$ cat src/rtl/fetch_boot_ctrl_pkg.sv
// Types and default constants for the fetch boot/load controller.
package fetch_boot_ctrl_pkg;

    typedef enum logic [2:0] {
        ST_IDLE,
        ST_LOAD,
        ST_SETTLE,
        ST_RUN,
        ST_HALTED
    } boot_state_e;

    localparam logic [31:0] HALT_INSTR_DEFAULT = 32'h0010_0073;
    localparam logic [31:0] MAX_CYCLES_DEFAULT = 32'd100000;

endpackage

$ cat src/rtl/riscv_defines_pkg.sv
// Common RISC-V platform constants shared by the fetch-side blocks.
package riscv_defines_pkg;

    localparam int unsigned MEM_ADDR_WIDTH = 8;

endpackage

$ cat src/rtl/fetch_boot_ctrl.sv
// Streams a program into instruction memory, holds the core in reset until the
// last write lands, then runs it until a halt instruction or the watchdog fires.
module fetch_boot_ctrl
    import riscv_defines_pkg::*;
    import fetch_boot_ctrl_pkg::*;
#(
    parameter logic [31:0] MAX_CYCLES = MAX_CYCLES_DEFAULT,
    parameter logic [31:0] HALT_INSTR = HALT_INSTR_DEFAULT
) (
    input  logic                      clk,
    input  logic                      reset_n,
    input  logic                      start,
    input  logic [MEM_ADDR_WIDTH:0]   load_len,
    input  logic                      ld_valid,
    input  logic [31:0]               ld_data,
    output logic                      ld_ready,
    output logic                      sim_load_en,
    output logic [MEM_ADDR_WIDTH-1:0] sim_addr,
    output logic [31:0]               sim_data,
    output logic                      core_reset,
    input  logic [31:0]               pc,
    input  logic [31:0]               instr,
    output logic                      busy,
    output logic                      done,
    output logic                      timeout,
    output logic [31:0]               cycle_count,
    output logic [31:0]               halt_pc
);

    localparam int unsigned AW    = MEM_ADDR_WIDTH;
    localparam int unsigned LEN_W = MEM_ADDR_WIDTH + 1;

    boot_state_e       state_q, state_d;
    logic [LEN_W-1:0]  len_q, len_d;
    logic [LEN_W-1:0]  cnt_q, cnt_d;
    logic              settle_q, settle_d;
    logic              ld_ready_q, ld_ready_d;
    logic              sim_load_en_q, sim_load_en_d;
    logic [AW-1:0]     sim_addr_q, sim_addr_d;
    logic [31:0]       sim_data_q, sim_data_d;
    logic              core_reset_q, core_reset_d;
    logic              busy_q, busy_d;
    logic              done_q, done_d;
    logic              timeout_q, timeout_d;
    logic [31:0]       cycle_count_q, cycle_count_d;
    logic [31:0]       halt_pc_q, halt_pc_d;
    logic              ld_hs;

    // ld_ready_q mirrors state_q==ST_LOAD, so it doubles as the handshake qualifier
    assign ld_hs = ld_ready_q && ld_valid;

    always_comb begin
        state_d       = state_q;
        len_d         = len_q;
        cnt_d         = cnt_q;
        settle_d      = settle_q;
        sim_load_en_d = 1'b0;
        sim_addr_d    = sim_addr_q;
        sim_data_d    = sim_data_q;
        done_d        = done_q;
        timeout_d     = timeout_q;
        cycle_count_d = cycle_count_q;
        halt_pc_d     = halt_pc_q;

        case (state_q)
            ST_IDLE, ST_HALTED: begin
                if (start) begin
                    len_d         = load_len;
                    cnt_d         = '0;
                    settle_d      = 1'b0;
                    done_d        = 1'b0;
                    timeout_d     = 1'b0;
                    cycle_count_d = '0;
                    state_d       = (load_len == '0) ? ST_SETTLE : ST_LOAD;
                end
            end
            ST_LOAD: begin
                if (ld_hs) begin
                    sim_load_en_d = 1'b1;
                    sim_addr_d    = cnt_q[AW-1:0];
                    sim_data_d    = ld_data;
                    cnt_d         = cnt_q + LEN_W'(1);
                    // Wide counter so a full-memory load still terminates after the address wraps
                    if (cnt_q + LEN_W'(1) == len_q) begin
                        settle_d = 1'b0;
                        state_d  = ST_SETTLE;
                    end
                end
            end
            ST_SETTLE: begin
                settle_d = 1'b1;
                if (settle_q) begin
                    state_d = ST_RUN;
                end
            end
            ST_RUN: begin
                cycle_count_d = cycle_count_q + 32'd1;
                // First RUN cycle still shows the pre-release fetch, so it cannot halt
                if ((cycle_count_q != 32'd0) && (instr == HALT_INSTR)) begin
                    done_d    = 1'b1;
                    halt_pc_d = pc;
                    state_d   = ST_HALTED;
                end else if (cycle_count_q == MAX_CYCLES - 32'd1) begin
                    timeout_d = 1'b1;
                    halt_pc_d = pc;
                    state_d   = ST_HALTED;
                end
            end
            default: begin
                state_d = ST_IDLE;
            end
        endcase

        ld_ready_d   = (state_d == ST_LOAD);
        core_reset_d = (state_d != ST_RUN);
        busy_d       = (state_d == ST_LOAD) || (state_d == ST_SETTLE) || (state_d == ST_RUN);
    end

    always_ff @(posedge clk) begin
        if (!reset_n) begin
            state_q       <= ST_IDLE;
            len_q         <= '0;
            cnt_q         <= '0;
            settle_q      <= 1'b0;
            ld_ready_q    <= 1'b0;
            sim_load_en_q <= 1'b0;
            sim_addr_q    <= '0;
            sim_data_q    <= '0;
            core_reset_q  <= 1'b1;
            busy_q        <= 1'b0;
            done_q        <= 1'b0;
            timeout_q     <= 1'b0;
            cycle_count_q <= '0;
            halt_pc_q     <= '0;
        end else begin
            state_q       <= state_d;
            len_q         <= len_d;
            cnt_q         <= cnt_d;
            settle_q      <= settle_d;
            ld_ready_q    <= ld_ready_d;
            sim_load_en_q <= sim_load_en_d;
            sim_addr_q    <= sim_addr_d;
            sim_data_q    <= sim_data_d;
            core_reset_q  <= core_reset_d;
            busy_q        <= busy_d;
            done_q        <= done_d;
            timeout_q     <= timeout_d;
            cycle_count_q <= cycle_count_d;
            halt_pc_q     <= halt_pc_d;
        end
    end

    assign ld_ready    = ld_ready_q;
    assign sim_load_en = sim_load_en_q;
    assign sim_addr    = sim_addr_q;
    assign sim_data    = sim_data_q;
    assign core_reset  = core_reset_q;
    assign busy        = busy_q;
    assign done        = done_q;
    assign timeout     = timeout_q;
    assign cycle_count = cycle_count_q;
    assign halt_pc     = halt_pc_q;

endmodule

$ cat config.mk
export PLATFORM = sky130hd
export DESIGN_NAME = fetch_boot_ctrl
export DESIGN_NICKNAME = d
export VERILOG_FILES = /design/src/rtl/fetch_boot_ctrl_pkg.sv /design/src/rtl/riscv_defines_pkg.sv /design/src/rtl/fetch_boot_ctrl.sv
export SDC_FILE = /design/constraint.sdc
export NUM_CORES = 1
export LEC_CHECK = 0
export ABC_CLOCK_PERIOD_IN_PS = 3830
export BUFFER_PORTS_ARGS = -buffer_cell sky130_fd_sc_hd__buf_2
export CAP_MARGIN = 20
export CORE_MARGIN = 2
export CORE_UTILIZATION = 49
export CTS_CLUSTER_DIAMETER = 50
export DETAILED_ROUTE_END_ITERATION = 12
export GPL_TIMING_DRIVEN = 0
export PLACE_DENSITY = 0.84
export SETUP_SLACK_MARGIN = 0.4
export SYNTH_ARGS = -nofsm -noshare
export SYNTH_HDL_FRONTEND = slang
export SYNTH_SLANG_ARGS = --single-unit
$ cat constraint.sdc
create_clock -name clk -period 3.83 [get_ports clk]
set_clock_uncertainty 0.2 [all_clocks]
set_input_delay 0.383 -clock clk [delete_from_list [all_inputs] [get_ports clk]]
set_output_delay 0.383 -clock clk [all_outputs]
set_load 0.01 [all_outputs]
After elaboration in Yosys (flattened, before gate mapping) --
Cells that the tools add are included.
Word-level totals: logic and storage cells 79, register bits 132, bits of input ports 109, output and inout port bits 110
Cells by class: eq/ne operators 17, multiplexer cells 25, $add $sub $neg 2, reductions and logical operators 21
Operators by type and width (count):
- $mux W32 | 3
- $pmux W32 S2 | 1
- $add A32 B1 Y32 const B | 1
- $eq A32 B17 Y1 const B | 1
- $eq A32 B21 Y1 const B | 1
- $reduce_bool A32 Y1 | 1
- $mux W3 | 6
- $mux W9 | 2
- $pmux W9 S2 | 1
- $eq A3 B2 Y1 const B | 4
- $ne A2 B2 Y1 const B | 6
- $pmux W3 S4 | 1
- $reduce_and A2 Y1 | 5
- $add A9 B1 Y9 const B | 1
- $eq A9 B9 Y1 | 1
- $logic_not A9 Y1 | 1
- $reduce_and A4 Y1 | 2
- $mux W1 | 7
- $eq A3 B1 Y1 const B | 2
- $reduce_and A3 Y1 | 2
- $reduce_bool A2 Y1 | 3
- $pmux W1 S2 | 2
- $eq A3 B3 Y1 const B | 1
- $logic_not A3 Y1 | 1
- 7 further kinds | 9

Depth between registers and ports, before layout --
Gate-level depths: netlist of the first run.
depth in word-level cells 8, mapped depth 9, depth with buffers taken out 8

Worst setup path after synthesis of the first run --
No wires, ideal clock.
kind register to register, from reg cycle_count_q[5] (netlist: cycle_count[5]), to reg halt_pc_q[10] (netlist: halt_pc[10]), data required time 3.502 ns, setup slack 1.008 ns, library setup time 0.128 ns, arrival 2.494 ns, clock period less this slack 2.822 ns, buffers on the path 1, cell stages (with the launch flop) 8, cell sequence dfxtp_1 or4_4 or4_4 or4_4 a21oi_4 buf_6 mux2i_1 nor2_1
On the way: word-level cells in the longest chain between the ends 4, elaborated cells between the ends (all ways) 6, classes of those cells 1 x eq/ne; 1 x mux; 4 x reduce/logical
Ends and longest elaborated chain:
- start, declared | line fetch_boot_ctrl.sv:45 | logic [31:0] cycle_count_q, cycle_count_d;
- start signal, assigned | line fetch_boot_ctrl.sv:148 | cycle_count_q <= cycle_count_d;
- $reduce_bool A32 Y1 | line fetch_boot_ctrl.sv:99 | if ((cycle_count_q != 32'd0) && (instr == HALT_INSTR)) begin
- $logic_and A1 B1 Y1 | line fetch_boot_ctrl.sv:99
- $reduce_bool A2 Y1 (no line)
- $reduce_and A2 Y1 (no line)
- end signal, assigned | line fetch_boot_ctrl.sv:149 | halt_pc_q <= halt_pc_d;
- end, declared | line fetch_boot_ctrl.sv:46 | logic [31:0] halt_pc_q, halt_pc_d;
Several ways; a longest one is shown, not always the timed one. A chain may end at the register's enable or synchronous reset.

Final worst setup path of the first run --
from reg cycle_count_q[17] (netlist: cycle_count[17]), to reg halt_pc_q[16] (netlist: halt_pc[16])
The elaborated chain is that of the path after synthesis.

==> impl_metrics.tcl, run 1 <==
set metrics [dict create \
    pin_count 219 \
    grtUsageTotal_pct 25.25 \
    final_layout_size_suffix_gt1_share_pct 28.09 \
    yosysSeqAreaShare_pct 47.55 \
    synth_top_area_share_pct 47.55 \
    switching_share_pct 23.26 \
    setup_viol 0 \
    die-width_um 110.5 \
    p_leak_nw 3.242 \
    required_ns 3.91 \
    die_y_um 110.5 \
    holdWs_ns 0.01270 \
    tightest_slew_ns 0.6503 \
    grt_pass1_wl_um 25520 \
    switchingPower_mw 0.7683 \
    ys_ff_latch 132 \
    cp-startpoint "cycle_count[17]$_SDFFE_PN0P_" \
    cp_data_arrival_time_ns 3.26 \
    synth.avg_cell_area_um2 8.283 \
    hold_path.class "in2reg" \
    synth_largest_area_cell "dfxtp_1" \
    drtIter0Drc 341 \
    fin_util_pct 68.17 \
    via_count 5712 \
    status "completed" \
    firstDrtPassIters 5 \
    area_growth_pct 34.13 \
    fin_tns_setup_ns 0 \
    vdd_drop_max_v 0.0002736 \
    clock_latency_ns 0.41 \
    hold_viol 0 \
    final_area_mm2 0.007455 \
    period_minus_slack_ns 3.183 \
    power_frac_seq_pct 42.7 \
    slew_headroom_pct 56.25 \
    gp_congestion 0.8727 \
    hp-start "ld_data[31]" \
    core_area_mm2 0.01094 \
    initial_utilization_pct 50.82 \
    ant_nets 0 \
    synth.distinct_cells 45 \
    yosys-top-cells-count "132 x dfxtp_1, 126 x nand2_1, 79 x nor2_1" \
    critPathLaunchType "register" \
    htree_levels 4 \
    cts_resized 0 \
    min_period_over_period_pct 83.11 \
    wire_per_inst_um 14.78 \
    internal_power_mw 2.535 \
    crit_fanout 10 \
    synth_cells 671 \
    cts_buffers 17 \
    synthTopCellsByArea "dfxtp_1 48%, nand2_1 8.5%, a21oi_1 6.6%" \
    synthesis.area_mm2 0.005558 \
    cts_buffer_depth 2 \
    die_area_mm2 0.01221 \
    register_area_mm2 0.002643 \
    rsz0062_at_grt "false" \
    timing.fmax_mhz 314.2 \
    num-fill-cells 934 \
    vias_per_cell 5.379 \
    tritoncts "done" \
    maxCapViolations 0 \
    grt_overflow 0 \
    placed_area_mm2 0.006819 \
    r2r_setup_slack_ns 0.65 \
    synth_edf_count 0 \
    ff2ff_path_depth 8 \
    fin_nets 1021 \
    synth_flop_cell "dfxtp_1" \
    std_cell_rows 38 \
    ys_warn_count 0 \
    placement.io_buffers 217 \
    critPathCapture "halt_pc[16]$_SDFFE_PN0P_" \
    clockRootBuffer "clkbuf_16" \
    clkTransAtPathRegs_ns 0.07 \
    synth_most_common_cell "dfxtp_1" \
    combPwrFrac_pct 6.4 \
    multi_input_area_mm2 0.002735 \
    pwr_density_cell_mw_per_mm2 443.1 \
    wirelength_um 15700 \
    place_hpwl_um 11660 \
    crit_type "reg2reg" \
    cp-end-kind "register" \
    antenna_found_initial 1 \
    power_frac_clock_pct 50.9 \
    r2r_end "halt_pc[16]$_SDFFE_PN0P_" \
    synth_nets 783 \
    r2r_start "cycle_count[17]$_SDFFE_PN0P_" \
    drc 0 \
    async_flop_share_pct 0 \
    n_antenna_cell 0 \
    slew_violations 0 \
    numClockSinks 132 \
    grt_max_degree 17 \
    grt_pass1_vias 5343 \
]
==> cell families (layout without fill, tap and decap cells) <==
group | Yosys count | in the layout | synth area share, %
compound gates | 125 | 125 | 13.22
mux | 36 | 36 | 6.529
buf+inv | 42 | 293 | 3.242
fa+ha+maj | 3 | 3 | 0.6754
simple gates | 320 | 320 | 26.74
flops | 132 | 132 | 47.55
xor+xnor | 13 | 13 | 2.049
==> worst max-delay path, cell delays in order (launching register included) <==
cell and delay [ns]:
dfxtp_1 0.36, nor4_1 0.30, nand4_1 0.23, or4_4 0.55, or4_4 0.52, a21oi_4 0.36, buf_6 0.22, mux2i_1 0.24
nor2_1 0.06
==> final cells by class <==
class / count / share of cell area [%]
multi-input combinational: 497 / 36.69
sequential: 132 / 35.45
timing repair buffer: 219 / 14.84
clock buffer: 19 / 5.942
tap: 140 / 2.350
clock inverter: 13 / 2.316
buffer: 38 / 2.216
inverter: 4 / 0.2014
==> flip-flops by register name, summed over array words and instances (netlist names), 3 cells and up <==
| signal | flops |
|---|---|
| cycle_count | 32 |
| halt_pc | 32 |
| sim_data | 32 |
| cnt_q | 9 |
| len_q | 9 |
| sim_addr | 8 |
| state_q | 3 |
==> per-layer routing <==
layer / vias up / GRT usage [%] / part of all wire (%) / routed length [um]
met2: 267 / 44.13 / 49 / 7636
met4: 2 / 7.750 / 1.6 / 257
met3: 24 / 6.422 / 7.9 / 1245
met1: 2607 / 30.51 / 42 / 6546
met5: - / 0 / 0.070 / 11
li1: 2812 / - / - / -
==> cells in the final DEF (no fill, tap or decap), types with 6 or more instances in the layout <==
cell type,count
o211ai_1,6
nand3_1,32
clkbuf_16,17
dfxtp_1,132
xnor2_1,10
nand2_1,126
nor3_1,8
mux2i_1,34
clkbuf_1,36
o21ai_0,19
and3_1,18
nor2_1,79
nand4_1,9
and2_1,9
a21oi_1,73
nor4_1,12
o21a_1,10
buf_2,217
==> worst min path at each step <==
stage,endpoint,slack [ns],cells past startpoint
global route,sim_data[2]$_SDFFE_PN0P_,0.008,3
detailed placement,sim_data[26]$_SDFFE_PN0P_,0.24,2
global placement,sim_data[26]$_SDFFE_PN0P_,0.24,2
floorplan,len_q[0]$_SDFFE_PN0P_,0.25,2
CTS,halt_pc[30]$_SDFFE_PN0P_,0.0003,3
finish,sim_data[31]$_SDFFE_PN0P_,0.01,3
==> per-stage QoR <==
step                power [mW]  std cells  worst slack, ns
finish                   3.303       1062           0.6469
global route             3.416       1062           0.4816
CTS                      3.328       1062           0.6778
detailed placement       1.651       1028           0.6993
global placement         1.647       1028           0.7728
floorplan                1.542        671            1.008
==> power by group through the flow <==
stage | clock network (mW) | logic [mW] | registers, mW
floorplan | 0 | 0.0981 | 1.44
global placement | 0 | 0.207 | 1.44
detailed placement | 0 | 0.211 | 1.44
CTS | 1.70 | 0.214 | 1.41
global route | 1.77 | 0.236 | 1.41
finish | 1.68 | 0.212 | 1.41
==> repair_timing <==
| action | in CTS | in global routing |
|---|---|---|
| hold buffers | 2 | 0 |
| hold endpoints to repair | 2 | 0 |
| buffers inserted | 0 | 0 |
Power figures use the tool's default switching activity.
==> run 2: changes to the inputs <==
--- a/config.mk
+++ b/config.mk
@@ -5,15 +5,16 @@
 export SDC_FILE = /design/constraint.sdc
 export NUM_CORES = 1
 export LEC_CHECK = 0
-export ABC_CLOCK_PERIOD_IN_PS = 3830
+export ABC_AREA = 1
+export ABC_CLOCK_PERIOD_IN_PS = 2640
 export BUFFER_PORTS_ARGS = -buffer_cell sky130_fd_sc_hd__buf_2
 export CAP_MARGIN = 20
 export CORE_MARGIN = 2
-export CORE_UTILIZATION = 49
+export CORE_UTILIZATION = 45
 export CTS_CLUSTER_DIAMETER = 50
 export DETAILED_ROUTE_END_ITERATION = 12
 export GPL_TIMING_DRIVEN = 0
-export PLACE_DENSITY = 0.84
+export PLACE_DENSITY = 0.8
 export SETUP_SLACK_MARGIN = 0.4
 export SYNTH_ARGS = -nofsm -noshare
 export SYNTH_HDL_FRONTEND = slang
==> constraint.sdc (replaced) <==
create_clock -name clk -period 2.64 [get_ports clk]
set_clock_uncertainty 0.2 [all_clocks]
set_input_delay 0.264 -clock clk [delete_from_list [all_inputs] [get_ports clk]]
set_output_delay 0.264 -clock clk [all_outputs]
set_load 0.01 [all_outputs]
==> run 2 against run 1 <==
Combinational power up 110%. Sequential share of layout area down 6.2 points. Power up 44%. Via count up 34%. First-iteration DRC count up 120%. Utilization down 0.40 points. Worst setup slack worse by 0.17 ns. Worst hold slack better by 0.19 ns. Count of clock-buffer cells in the layout up 3. Wire length up 49%. Cell count up 32%. Critical path type unchanged. Critical endpoint is now cycle_count[22]$_SDFFE_PN0P_. Largest power group unchanged. Highest routed layer is now met4.
==> impl_metrics.tcl, run 2 <==
set metrics [dict create \
    wire_per_inst_um 16.71 \
    synth_top_area_share_pct 42.44 \
    crit_fanout 5 \
    core_area_mm2 0.01340 \
    ys_ff_latch 132 \
    holdPathEnd "ld_ready$_SDFF_PN0_" \
    grt_max_degree 17 \
    setup_viol 0 \
    synth.distinct_cells 41 \
    place_hpwl_um 14870 \
    synth_largest_area_cell "dfxtp_1" \
    hold_viol 0 \
    use_met3_pct 7.678 \
    grt_pass1_wl_um 35420 \
    pin_count 219 \
    tightest_slew_ns 0.8144 \
    slew_violations 0 \
    async_flop_share_pct 0 \
    synth_nets 999 \
    clock_latency_ns 0.42 \
    antenna_found_initial 0 \
    multi_input_area_mm2 0.003219 \
    hold_depth 4 \
    synth_most_common_cell "nand2_1" \
    critPathLaunchType "register" \
    die_area_mm2 0.01479 \
    gp_congestion 0.9392 \
    hold_path.class "in2reg" \
    min_period_over_period_pct 81.79 \
    ant_nets 0 \
    required_ns 2.74 \
    pwr_density_cell_mw_per_mm2 525.4 \
    die_y_um 121.6 \
    initial_utilization_pct 46.46 \
    crit_type "reg2reg" \
    yosysSeqAreaShare_pct 42.44 \
    synthesis.area_mm2 0.006226 \
    final_layout_size_suffix_gt1_share_pct 27.95 \
    grt_pass1_vias 7267 \
    grtUsageMet1_pct 34.77 \
    r2r_end "cycle_count[22]$_SDFFE_PN0P_" \
    synth_edf_count 0 \
    ys_warn_count 0 \
    fin_tns_setup_ns 0 \
    cts_buffers 17 \
    synth.avg_cell_area_um2 7.019 \
    std_cell_rows 42 \
    ff2ff_path_depth 12 \
    drtIter0Drc 751 \
    register_area_mm2 0.002659 \
    via_count 7680 \
    yosys-top-cells-count "168 x nand2_1, 132 x dfxtp_1, 132 x nor2_1" \
    timing.fmax_mhz 463.1 \
    cp-end-kind "register" \
    fin_nets 1321 \
    rsz0062_at_grt "true" \
    r2r_start "cycle_count[1]$_SDFFE_PN0P_" \
    vias_per_cell 5.497 \
    synth_flop_cell "dfxtp_1" \
    grt_overflow 0 \
    tritoncts "done" \
    synthTopCellsByArea "dfxtp_1 42%, nand2_1 10%, nor2_1 8.0%" \
    synth_cells 887 \
    placement.io_buffers 217 \
    maxCapViolations 0 \
    firstDrtPassIters 8 \
    final_cell_mix "228 x buf_2, 166 x nand2_1, 127 x nor2_1" \
    r2r_setup_slack_ns 0.48 \
    use_met2_pct 53.51 \
    grtUsageTotal_pct 30.61 \
    slew_headroom_pct 45.71 \
    vdd_drop_max_v 0.0004148 \
    wirelength_um 23350 \
    mostFrequentLayoutCell "buf_2" \
    p_leak_nw 4.126 \
    numClockSinks 132 \
    cts_buffer_depth 2 \
    period_minus_slack_ns 2.159 \
    area_growth_pct 45.86 \
    drc 0 \
    num-fill-cells 1138 \
    hp-start "ld_valid" \
    clockRootBuffer "clkbuf_16" \
    cp_data_arrival_time_ns 2.26 \
    status "completed" \
    grt_busiest_layer "met2" \
    htree_levels 4 \
    clkTransAtPathRegs_ns 0.06 \
    fin_util_pct 67.77 \
    die-width_um 121.6 \
]
==> run 2: cell count changes after synthesis, sizes merged, moves of 12 or more <==
cell	before	now
inv	3	77
nor2	79	142
nand2	126	175
o21ai	19	67
nand3	32	79
mux2i	34	0
and3	18	1
buf	3	18
nand4	9	24
nor3	8	22
clkbuf	35	23
==> run 2: cell type report <==
cell class	instances	area share [%]
well taps	176	2.425
clock inverters	8	1.144
flip-flops and latches	132	29.28
repair buffers	303	21.11
plain buffers	41	2.384
inverters	77	3.183
multi-input cells	637	35.45
clock buffers	22	5.001
diodes	1	0.02756
==> run 2: what timing repair did <==
item / CTS / global route
pin swaps: 0 / 13
endpoints found under the setup margin: 2 / 81
hold endpoints to repair: 74 / 0
gates cloned: 0 / 0
buffers inserted: 0 / 12
gates resized for setup: 1 / 43
hold buffers: 74 / 0
==> run 2: worst max path at each step <==
stage	from	end	slack, ns	depth (start not counted)
2_1_floorplan	cycle_count[0]$_SDFFE_PN0P_	cycle_count[22]$_SDFFE_PN0P_	0.63	12
3_5_place_dp	reset_n	halt_pc[2]$_SDFFE_PN0P_	0.29	5
3_3_place_gp	reset_n	cnt_q[8]$_SDFFE_PN0P_	0.33	5
4_1_cts	cnt_q[1]$_SDFFE_PN0P_	busy$_SDFF_PN0_	0.43	12
5_1_grt	cycle_count[0]$_SDFFE_PN0P_	cycle_count[22]$_SDFFE_PN0P_	0.36	12
6_report	cycle_count[1]$_SDFFE_PN0P_	cycle_count[22]$_SDFFE_PN0P_	0.48	12
==> run 2: metrics by stage <==
stage	power, mW	area, um^2	setup WS, ns	std cells	hold slack [ns]
after floorplan	2.239	6226	0.6344	887	0.1989
after global placement	2.408	7532	0.3325	1280	0.2422
after detailed placement	2.412	7532	0.2899	1280	0.2470
after CTS	4.751	8836	0.4281	1384	0.1648
after global routing	4.894	9079	0.3561	1396	0.2343
final	4.771	9081	0.4807	1397	0.2035
==> run 2: logic make-up (layout without fill, tap and decap cells) <==
family,after synthesis,count (layout),synth area share [%]
adder cells (fa/ha/maj),3,3,0.6030
XOR/XNOR,5,5,0.7035
buffers and inverters,118,451,7.757
AO/OA/AOI/OAI,165,165,14.11
other,0,1,0
flip-flops,132,132,42.44
AND/OR/NAND/NOR,464,464,34.38
==> run 2: critical path, stage by stage, from the launching register on <==
cell,delay (ns)
dfxtp_4,0.37
ha_4,0.13
nand2_2,0.07
nor2_4,0.16
nand2_4,0.08
nor2_4,0.17
nand4_4,0.13
nor2_4,0.17
nand2_4,0.08
nor3_4,0.26
nand3_1,0.10
nand2_1,0.07
nor2_1,0.04
==> run 2: routing by layer <==
metal	wire length, um	part of all wire (%)
met1	8924	38
met2	11410	49
met3	2109	9.0
met4	904	3.9
met5	0	0
==> run 2: power breakdown <==
group          switching, mW  total [mW]  internal [mW]  leakage [nW]
Combinational          0.235       0.436          0.201          2.78
Clock                  0.876        2.28           1.41         0.270
Sequential            0.0226        2.05           2.03          1.07
Total                   1.13        4.77           3.64          4.13
